[config.mk]
export PLATFORM = sky130hd
export DESIGN_NAME = bin2bcd_seq_flat
export DESIGN_NICKNAME = d
export VERILOG_FILES = /design/src/rtl/bin2bcd_if.sv /design/src/rtl/bin2bcd_seq.sv /design/src/flat_wrapper.sv
export SDC_FILE = /design/constraint.sdc
export NUM_CORES = 1
export LEC_CHECK = 0
export ABC_AREA = 1
export CAP_MARGIN = 40
export CORE_MARGIN = 1.5
export CORE_UTILIZATION = 30
export DETAILED_ROUTE_END_ITERATION = 10
export RECOVER_POWER = 25
export SYNTH_ARGS = -nofsm -noshare
export SYNTH_HDL_FRONTEND = slang
export SYNTH_SLANG_ARGS = --single-unit
[constraint.sdc]
create_clock -name clk -period 1.33 [get_ports clk]
set_clock_uncertainty 0.2 [all_clocks]
set_input_delay 0.3325 -clock clk [delete_from_list [all_inputs] [get_ports clk]]
set_output_delay 0.3325 -clock clk [all_outputs]
set_load 0.02 [all_outputs]
[src/rtl/bin2bcd_if.sv]
// Start/done handshake bundle between a binary source and the BCD converter.
// The master drives the operand; the slave reports progress and the held result.
interface bin2bcd_if #(
  parameter int BIN_W  = 8,
  parameter int DIGITS = 3
);
  logic                  start;
  logic [BIN_W-1:0]      bin_in;
  logic                  busy;
  logic                  done;
  logic [4*DIGITS-1:0]   bcd_out;
  logic                  ovf;

  modport master (output start, bin_in, input  busy, done, bcd_out, ovf);
  modport slave  (input  start, bin_in, output busy, done, bcd_out, ovf);
endinterface

[src/rtl/bin2bcd_seq.sv]
// Sequential binary-to-BCD converter (shift-and-add-3, one operand bit per clock).
// The result is held between conversions so the downstream 7-seg display never flickers.
module bin2bcd_seq #(
  parameter int BIN_W  = 8,
  parameter int DIGITS = 3
) (
  input  logic      clk,
  input  logic      rst,
  bin2bcd_if.slave  bus
);
  localparam int SW = 4 * DIGITS;
  localparam int CW = $clog2(BIN_W + 1);

  typedef enum logic [1:0] {IDLE, SHIFT, DONE} state_t;

  state_t            state;
  logic [SW-1:0]     scr;
  logic [SW-1:0]     scr_adj;
  logic [SW-1:0]     scr_nxt;
  logic [BIN_W-1:0]  opnd;
  logic [CW-1:0]     cnt;
  logic              ovf_s;
  logic              carry;

  // Per-digit correction: any digit >= 5 will become >= 10 after doubling, so pre-add 3.
  for (genvar i = 0; i < DIGITS; i++) begin : g_adj
    assign scr_adj[4*i +: 4] = (scr[4*i +: 4] >= 4'd5) ? scr[4*i +: 4] + 4'd3
                                                       : scr[4*i +: 4];
  end

  assign scr_nxt = {scr_adj[SW-2:0], opnd[BIN_W-1]};
  assign carry   = scr_adj[SW-1];

  always_ff @(posedge clk) begin
    if (rst) begin
      state       <= IDLE;
      scr         <= '0;
      opnd        <= '0;
      cnt         <= '0;
      ovf_s       <= 1'b0;
      bus.busy    <= 1'b0;
      bus.done    <= 1'b0;
      bus.bcd_out <= '0;
      bus.ovf     <= 1'b0;
    end else begin
      case (state)
        IDLE, DONE: begin
          bus.done <= 1'b0;
          if (bus.start) begin
            opnd     <= bus.bin_in;
            scr      <= '0;
            ovf_s    <= 1'b0;
            cnt      <= CW'(BIN_W);
            bus.busy <= 1'b1;
            state    <= SHIFT;
          end else begin
            state    <= IDLE;
          end
        end
        SHIFT: begin
          scr   <= scr_nxt;
          opnd  <= {opnd[BIN_W-2:0], 1'b0};
          ovf_s <= ovf_s | carry;
          cnt   <= cnt - CW'(1);
          // Last iteration: publish directly from the combinational next value.
          if (cnt == CW'(1)) begin
            bus.bcd_out <= scr_nxt;
            bus.ovf     <= ovf_s | carry;
            bus.done    <= 1'b1;
            bus.busy    <= 1'b0;
            state       <= DONE;
          end
        end
        default: begin
          state    <= IDLE;
          bus.busy <= 1'b0;
          bus.done <= 1'b0;
        end
      endcase
    end
  end
endmodule

[src/flat_wrapper.sv]
// flat-port wrapper written by rule: the top's interface ports become plain ports
module bin2bcd_seq_flat 
#(
  parameter int BIN_W  = 8,
  parameter int DIGITS = 3
)
  (clk, rst, bus_start, bus_bin_in, bus_busy, bus_done, bus_bcd_out, bus_ovf);
  bin2bcd_if #(.BIN_W(BIN_W), .DIGITS(DIGITS)) bus_i ();
  input  logic clk;
  input  logic rst;
  input wire logic [$bits(bus_i.start)-1:0] bus_start;
  input wire logic [$bits(bus_i.bin_in)-1:0] bus_bin_in;
  output wire logic [$bits(bus_i.busy)-1:0] bus_busy;
  output wire logic [$bits(bus_i.done)-1:0] bus_done;
  output wire logic [$bits(bus_i.bcd_out)-1:0] bus_bcd_out;
  output wire logic [$bits(bus_i.ovf)-1:0] bus_ovf;
  assign bus_i.start = bus_start;
  assign bus_i.bin_in = bus_bin_in;
  assign bus_busy = bus_i.busy;
  assign bus_done = bus_i.done;
  assign bus_bcd_out = bus_i.bcd_out;
  assign bus_ovf = bus_i.ovf;
  bin2bcd_seq #(.BIN_W(BIN_W), .DIGITS(DIGITS)) u_core (.clk(clk), .rst(rst), .bus(bus_i));
endmodule
# After elaboration in Yosys (flattened, before gate mapping)
# Cells that the tools add are included.
# W data, S select, Z words.
word_totals:
  register_bits: 42
  inputBits: 11
  out_inout_bits: 15
  wordCells: 47
classes:
  n_addsub: 4
  order_cmp: 3
  eq_ne: 5
  n_mux: 17
  n_bitwise: 2
  n_reduce_logical: 7
ops:
  columns: ["operator", "n"]
  rows:
  - ["$pmux W12 S2", 1]
  - ["$mux W4", 4]
  - ["$pmux W8 S2", 1]
  - ["$add A4 B2 Y4 const B", 3]
  - ["$ge A4 B3 Y1 const B", 3]
  - ["$mux W12", 1]
  - ["$mux W8", 1]
  - ["$pmux W4 S2", 1]
  - ["$reduce_and A2 Y1", 3]
  - ["$eq A4 B1 Y1 const B", 1]
  - ["$mux W1", 4]
  - ["$pmux W1 S2", 2]
  - ["$pmux W2 S2", 1]
  - ["$reduce_or A2 Y1", 2]
  - ["$sub A4 B1 Y4 const B", 1]
  - ["$eq A2 B1 Y1 const B", 1]
  - ["$eq A2 B2 Y1 const B", 1]
  - ["$logic_not A2 Y1", 1]
  - ["$mux W2", 1]
  - ["$ne A2 B1 Y1 const B", 1]
  - ["$ne A2 B2 Y1 const B", 1]
  - ["$reduce_bool A2 Y1", 1]
  - ["$not A1 Y1", 1]
  - ["$or A1 B1 Y1", 1]

# Depth between registers and ports, before layout
depth:
  ltp_word: 4
  depth_mapped: 9
  ltp_nobuf: 9

# Least setup slack after synthesis
# No wires, ideal clock.
synth_path:
  path_kind: "register to register"
  from: "register u_core.scr[8]"
  to: "register u_core.bus.bcd_out[9]"
  setup_time_ns: 0.117
  t_arrival_ns: 1.076
  required_ns: 1.013
  setup_slack_ns: -0.063
  stages_incl_launch_ff: 9
  n_path_buf: 0
  period_less_slack_ns: 1.393
  cell_sequence: "dfxtp_1 inv_1 ha_1 inv_1 nand2_1 nand3_1 nand2_1 a21oi_1 nor2_1"
synth_between:
  elab_chain_len: 2
  elab_cells_between_ends: 3
  cone_classes: "add/sub (1); order compare (1); mux (1)"
synth_lines:
  columns: ["item", "line", "rtl"]
  rows:
  - ["start, declared", "bin2bcd_seq.sv:17", "logic [SW-1:0] scr;"]
  - ["start signal, assigned", "bin2bcd_seq.sv:61", "scr <= scr_nxt;"]
  - ["$add A4 B2 Y4 / $ge A4 B3 Y1 (equally long branches)", "bin2bcd_seq.sv:27", "assign scr_adj[4*i +: 4] = (scr[4*i +: 4] >= 4'd5) ? scr[4*i +: 4] + 4'd3"]
  - ["$mux W4 *", "bin2bcd_seq.sv:27", null]
  - ["end signal, assigned", "bin2bcd_seq.sv:67", "bus.bcd_out <= scr_nxt;"]
  - ["end, declared", "bin2bcd_if.sv:15", "modport slave (input start, bin_in, output busy, done, bcd_out, ovf);"]
# Every way passes the cells marked *; elsewhere a longest branch is shown, timed or not.
# A chain may end at the register's enable or synchronous reset.

# Worst setup path after layout
layout_path:
  from: "register u_core.cnt[1]"
  to: "register u_core.bus.bcd_out[11]"
layout_between:
  elab_chain_len: 2
layout_lines:
  columns: ["item", "line", "rtl"]
  rows:
  - ["start, declared", "bin2bcd_seq.sv:21", "logic [CW-1:0] cnt;"]
  - ["start signal, assigned", "bin2bcd_seq.sv:53", "cnt <= CW'(BIN_W);"]
  - ["start signal, assigned", "bin2bcd_seq.sv:64", "cnt <= cnt - CW'(1);"]
  - ["$eq A4 B1 Y1", "bin2bcd_seq.sv:66", "if (cnt == CW'(1)) begin"]
  - ["$reduce_and A2 Y1 (no line)", null, null]
# Every way passes these cells.

==> flow_summary.json <==
{
  "core_region_area_um2": 5990,
  "r2r_cells": 9,
  "fin_ws_ns": -0.136,
  "ctsHoldBuffers": 0,
  "power_leakage_nw": 1.37,
  "drt_wl_total_mm": 4.93,
  "holdPathStages": 3,
  "fmax_ghz": 0.682,
  "placed_cell_area_um2": 2490,
  "dieArea_um2": 6760,
  "irDropWorstVdd_uv": 486,
  "yosysUniqueCellTypes": 23,
  "regArea_um2": 872,
  "start_util": 0.314,
  "period_share": 1.10,
  "cts_buffer_depth": 2,
  "grt_setup_unrepaired": "yes",
  "drtAntennaViolNets": 0,
  "grt_usage": 0.161,
  "path_class": "reg2reg",
  "power_density_nw_per_um2": 893,
  "cts_buffers": 5,
  "syn_to_final_growth_pct": 60.4,
  "whs_ns": 0.264,
  "grt_pass1_wl_mm": 8.23,
  "grt.overflow.total": 0,
  "hp-class": "in2reg",
  "post_drt_wl_per_cell_um": 12.0,
  "final_util": 0.504,
  "setup_viol": 30,
  "clock-sinks": 42,
  "start_kind": "flip-flop",
  "fillers": 577,
  "finalPower_w": 0.00269,
  "cts_tree": "yes",
  "status": "complete, but fails checks",
  "die_h_um": 82.2,
  "ys_seq_area_frac": 0.447,
  "crit_path_max_fanout": 6,
  "htree_levels": 2,
  "rr_startpoint": "u_core.cnt[1]",
  "cap_violations": 0,
  "cp.arrival_ns": 1.49,
  "dr.pass1.iters": 4,
  "period_needed_ns": 1.47,
  "worstPathRequired_ns": 1.36,
  "slew_headroom": 0.822,
  "hold_viol_final": 0,
  "syn_inst": 257,
  "grt_pass1_vias": 1828,
  "syn_area_um2": 1880,
  "final_cell_area_um2": 3020,
  "num_rows": 28,
  "drc": 0,
  "violations": "negative setup slack",
  "root_buffer": "clkbuf_8",
  "finalNetCount": 354,
  "io_pins": 26,
  "tightest_slew_ns": 0.267,
  "avgViaCountPerCell": 4.56,
  "syn_nets": 276,
  "grt_max_degree": 14,
  "crit_path_end_kind": "flip-flop",
  "final_layout_size_suffix_gt1_frac": 0.512,
  "dpl.hpwl_mm": 3.32,
  "reg2reg_setup_slack_ns": -0.14,
  "hold_start": "bus_start",
  "worstSkewPairLatency_ns": 0.30,
  "portBuffers": 25,
  "num_antenna_cells": 0,
  "maxSlewViolCount": 0,
  "die_w_um": 82.2,
  "ys_warn_count": 0,
  "syn_avg_cell_area_um2": 7.32,
  "r2r-end": "u_core.bus.bcd_out[11]",
  "via_count": 1874,
  "antenna_found_initial": 0,
  "place_congestion": 0.735,
  "ys_seq_elements": 42,
  "hold_end": "u_core.state[0]",
  "multiInputGateArea_um2": 1150,
  "clk_pin_slew_worst_paths_ns": 0.08,
  "drt_iter0_markers": 48
}
area by class of cell:
type | count | area share
Clock inverter | 2 | 0.00415
Timing Repair Buffer | 78 | 0.220
Clock buffer | 6 | 0.0274
Multi-Input combinational cell | 176 | 0.382
Inverter | 32 | 0.0464
Sequential cell | 42 | 0.289
Tap cell | 75 | 0.0311
cell usage in the layout, fill, tap and decap left out, types with 6 or more instances in the layout:
cell type / count
nand2_1: 53
buf_4: 53
dfxtp_2: 22
dfxtp_1: 19
nor2_1: 17
inv_1: 14
buf_6: 13
inv_2: 12
a21oi_1: 12
o21ai_1: 10
o21ai_2: 10
nand3_1: 9
nand2_2: 8
clkdlybuf4s50_1: 8
nand2_4: 7
a21oi_2: 7
clkbuf_8: 6
flip-flops by register name (all words and copies together) (netlist names):
| signal | count |
|---|---|
| u_core.bus.bcd_out | 12 |
| u_core.bus.busy | 1 |
| u_core.bus.done | 1 |
| u_core.bus.ovf | 1 |
| u_core.cnt | 4 |
| u_core.opnd | 8 |
| u_core.ovf_s | 1 |
| u_core.scr | 12 |
| u_core.state | 2 |
synthesized netlist by cell type:
library cell  instances  area share
nand2_1              63        0.13
dfxtp_1              42        0.45
inv_1                29       0.058
nor2_1               23       0.046
o21ai_0              23       0.061
a21oi_1              19       0.051
nand3_1              14       0.037
ha_1                  8       0.053
a31oi_1               5       0.017
nand2_2               5       0.017
o22ai_1               5       0.017
buf_2                 3      0.0080
nand4_1               3       0.010
o21ai_1               3      0.0080
buf_6                 2       0.012
inv_2                 2      0.0040
nor2_4                2       0.012
a211oi_1              1      0.0040
buf_1                 1      0.0020
buf_4                 1      0.0040
clkinv_1              1      0.0020
nor2_2                1      0.0033
nor3_1                1      0.0027
how the worst max path moves through the flow:
stage / startpoint / end / slack, ns / cells after the start
2_1_floorplan: u_core.scr[9] / u_core.bus.bcd_out[9] / -0.006 / 8
3_3_place_gp: bus_start / u_core.opnd[1] / -0.45 / 6
3_5_place_dp: bus_start / u_core.opnd[1] / -0.45 / 6
5_1_grt: u_core.cnt[1] / u_core.bus.ovf / -0.24 / 10
6_report: u_core.cnt[1] / u_core.bus.bcd_out[11] / -0.14 / 9
4_1_cts: u_core.cnt[1] / u_core.bus.ovf / -0.08 / 10
layer usage:
layer | part of all wire | wire length (um) | vias to the layer above | global-route usage
met2 | 0.51 | 2530 | 18 | 0.273
met4 | 0.012 | 60 | 0 | 0.0525
met1 | 0.45 | 2200 | 862 | 0.196
met3 | 0.027 | 133 | 5 | 0.0418
met5 | 0 | 0 | - | 0
li1 | - | - | 989 | -
critical path, cell delays in order (launching register included):
cell	delay, ns
dfxtp_2	0.33
inv_2	0.07
ha_4	0.14
nand2_4	0.06
nor2_4	0.13
buf_6	0.11
buf_6	0.12
buf_6	0.09
o21ai_2	0.04
a21oi_1	0.10
repair_timing:
item / 4_1_cts / 5_1_grt
gates cloned: 1 / 0
setup endpoints to repair: 52 / 51
gates resized for setup: 147 / 64
pin swaps: 15 / 20
setup buffers: 6 / 9
power by group:
part           total (W)  switching, W  internal (W)
Combinational   0.000477      0.000239      0.000238
Sequential       0.00134     0.0000340       0.00131
Clock           0.000872      0.000454      0.000417
Total            0.00269      0.000727       0.00197
through the flow:
| step | setup TNS, ns | setup WS (ns) | instances |
|---|---|---|---|
| after detailed placement | -14.22 | -0.453 | 387 |
| after global placement | -13.84 | -0.446 | 387 |
| final | -2.34 | -0.136 | 411 |
| after CTS | -0.729 | -0.0774 | 402 |
| after global routing | -4.70 | -0.244 | 411 |
| after floorplan | -0.00620 | -0.00620 | 257 |
logic make-up after synthesis:
family,Yosys count,share of synthesized area
flops,42,0.447
fa+ha+maj,8,0.0532
compound gates,56,0.157
buf+inv,39,0.0898
simple gates,112,0.253
(Power assumes the default switching activity.)
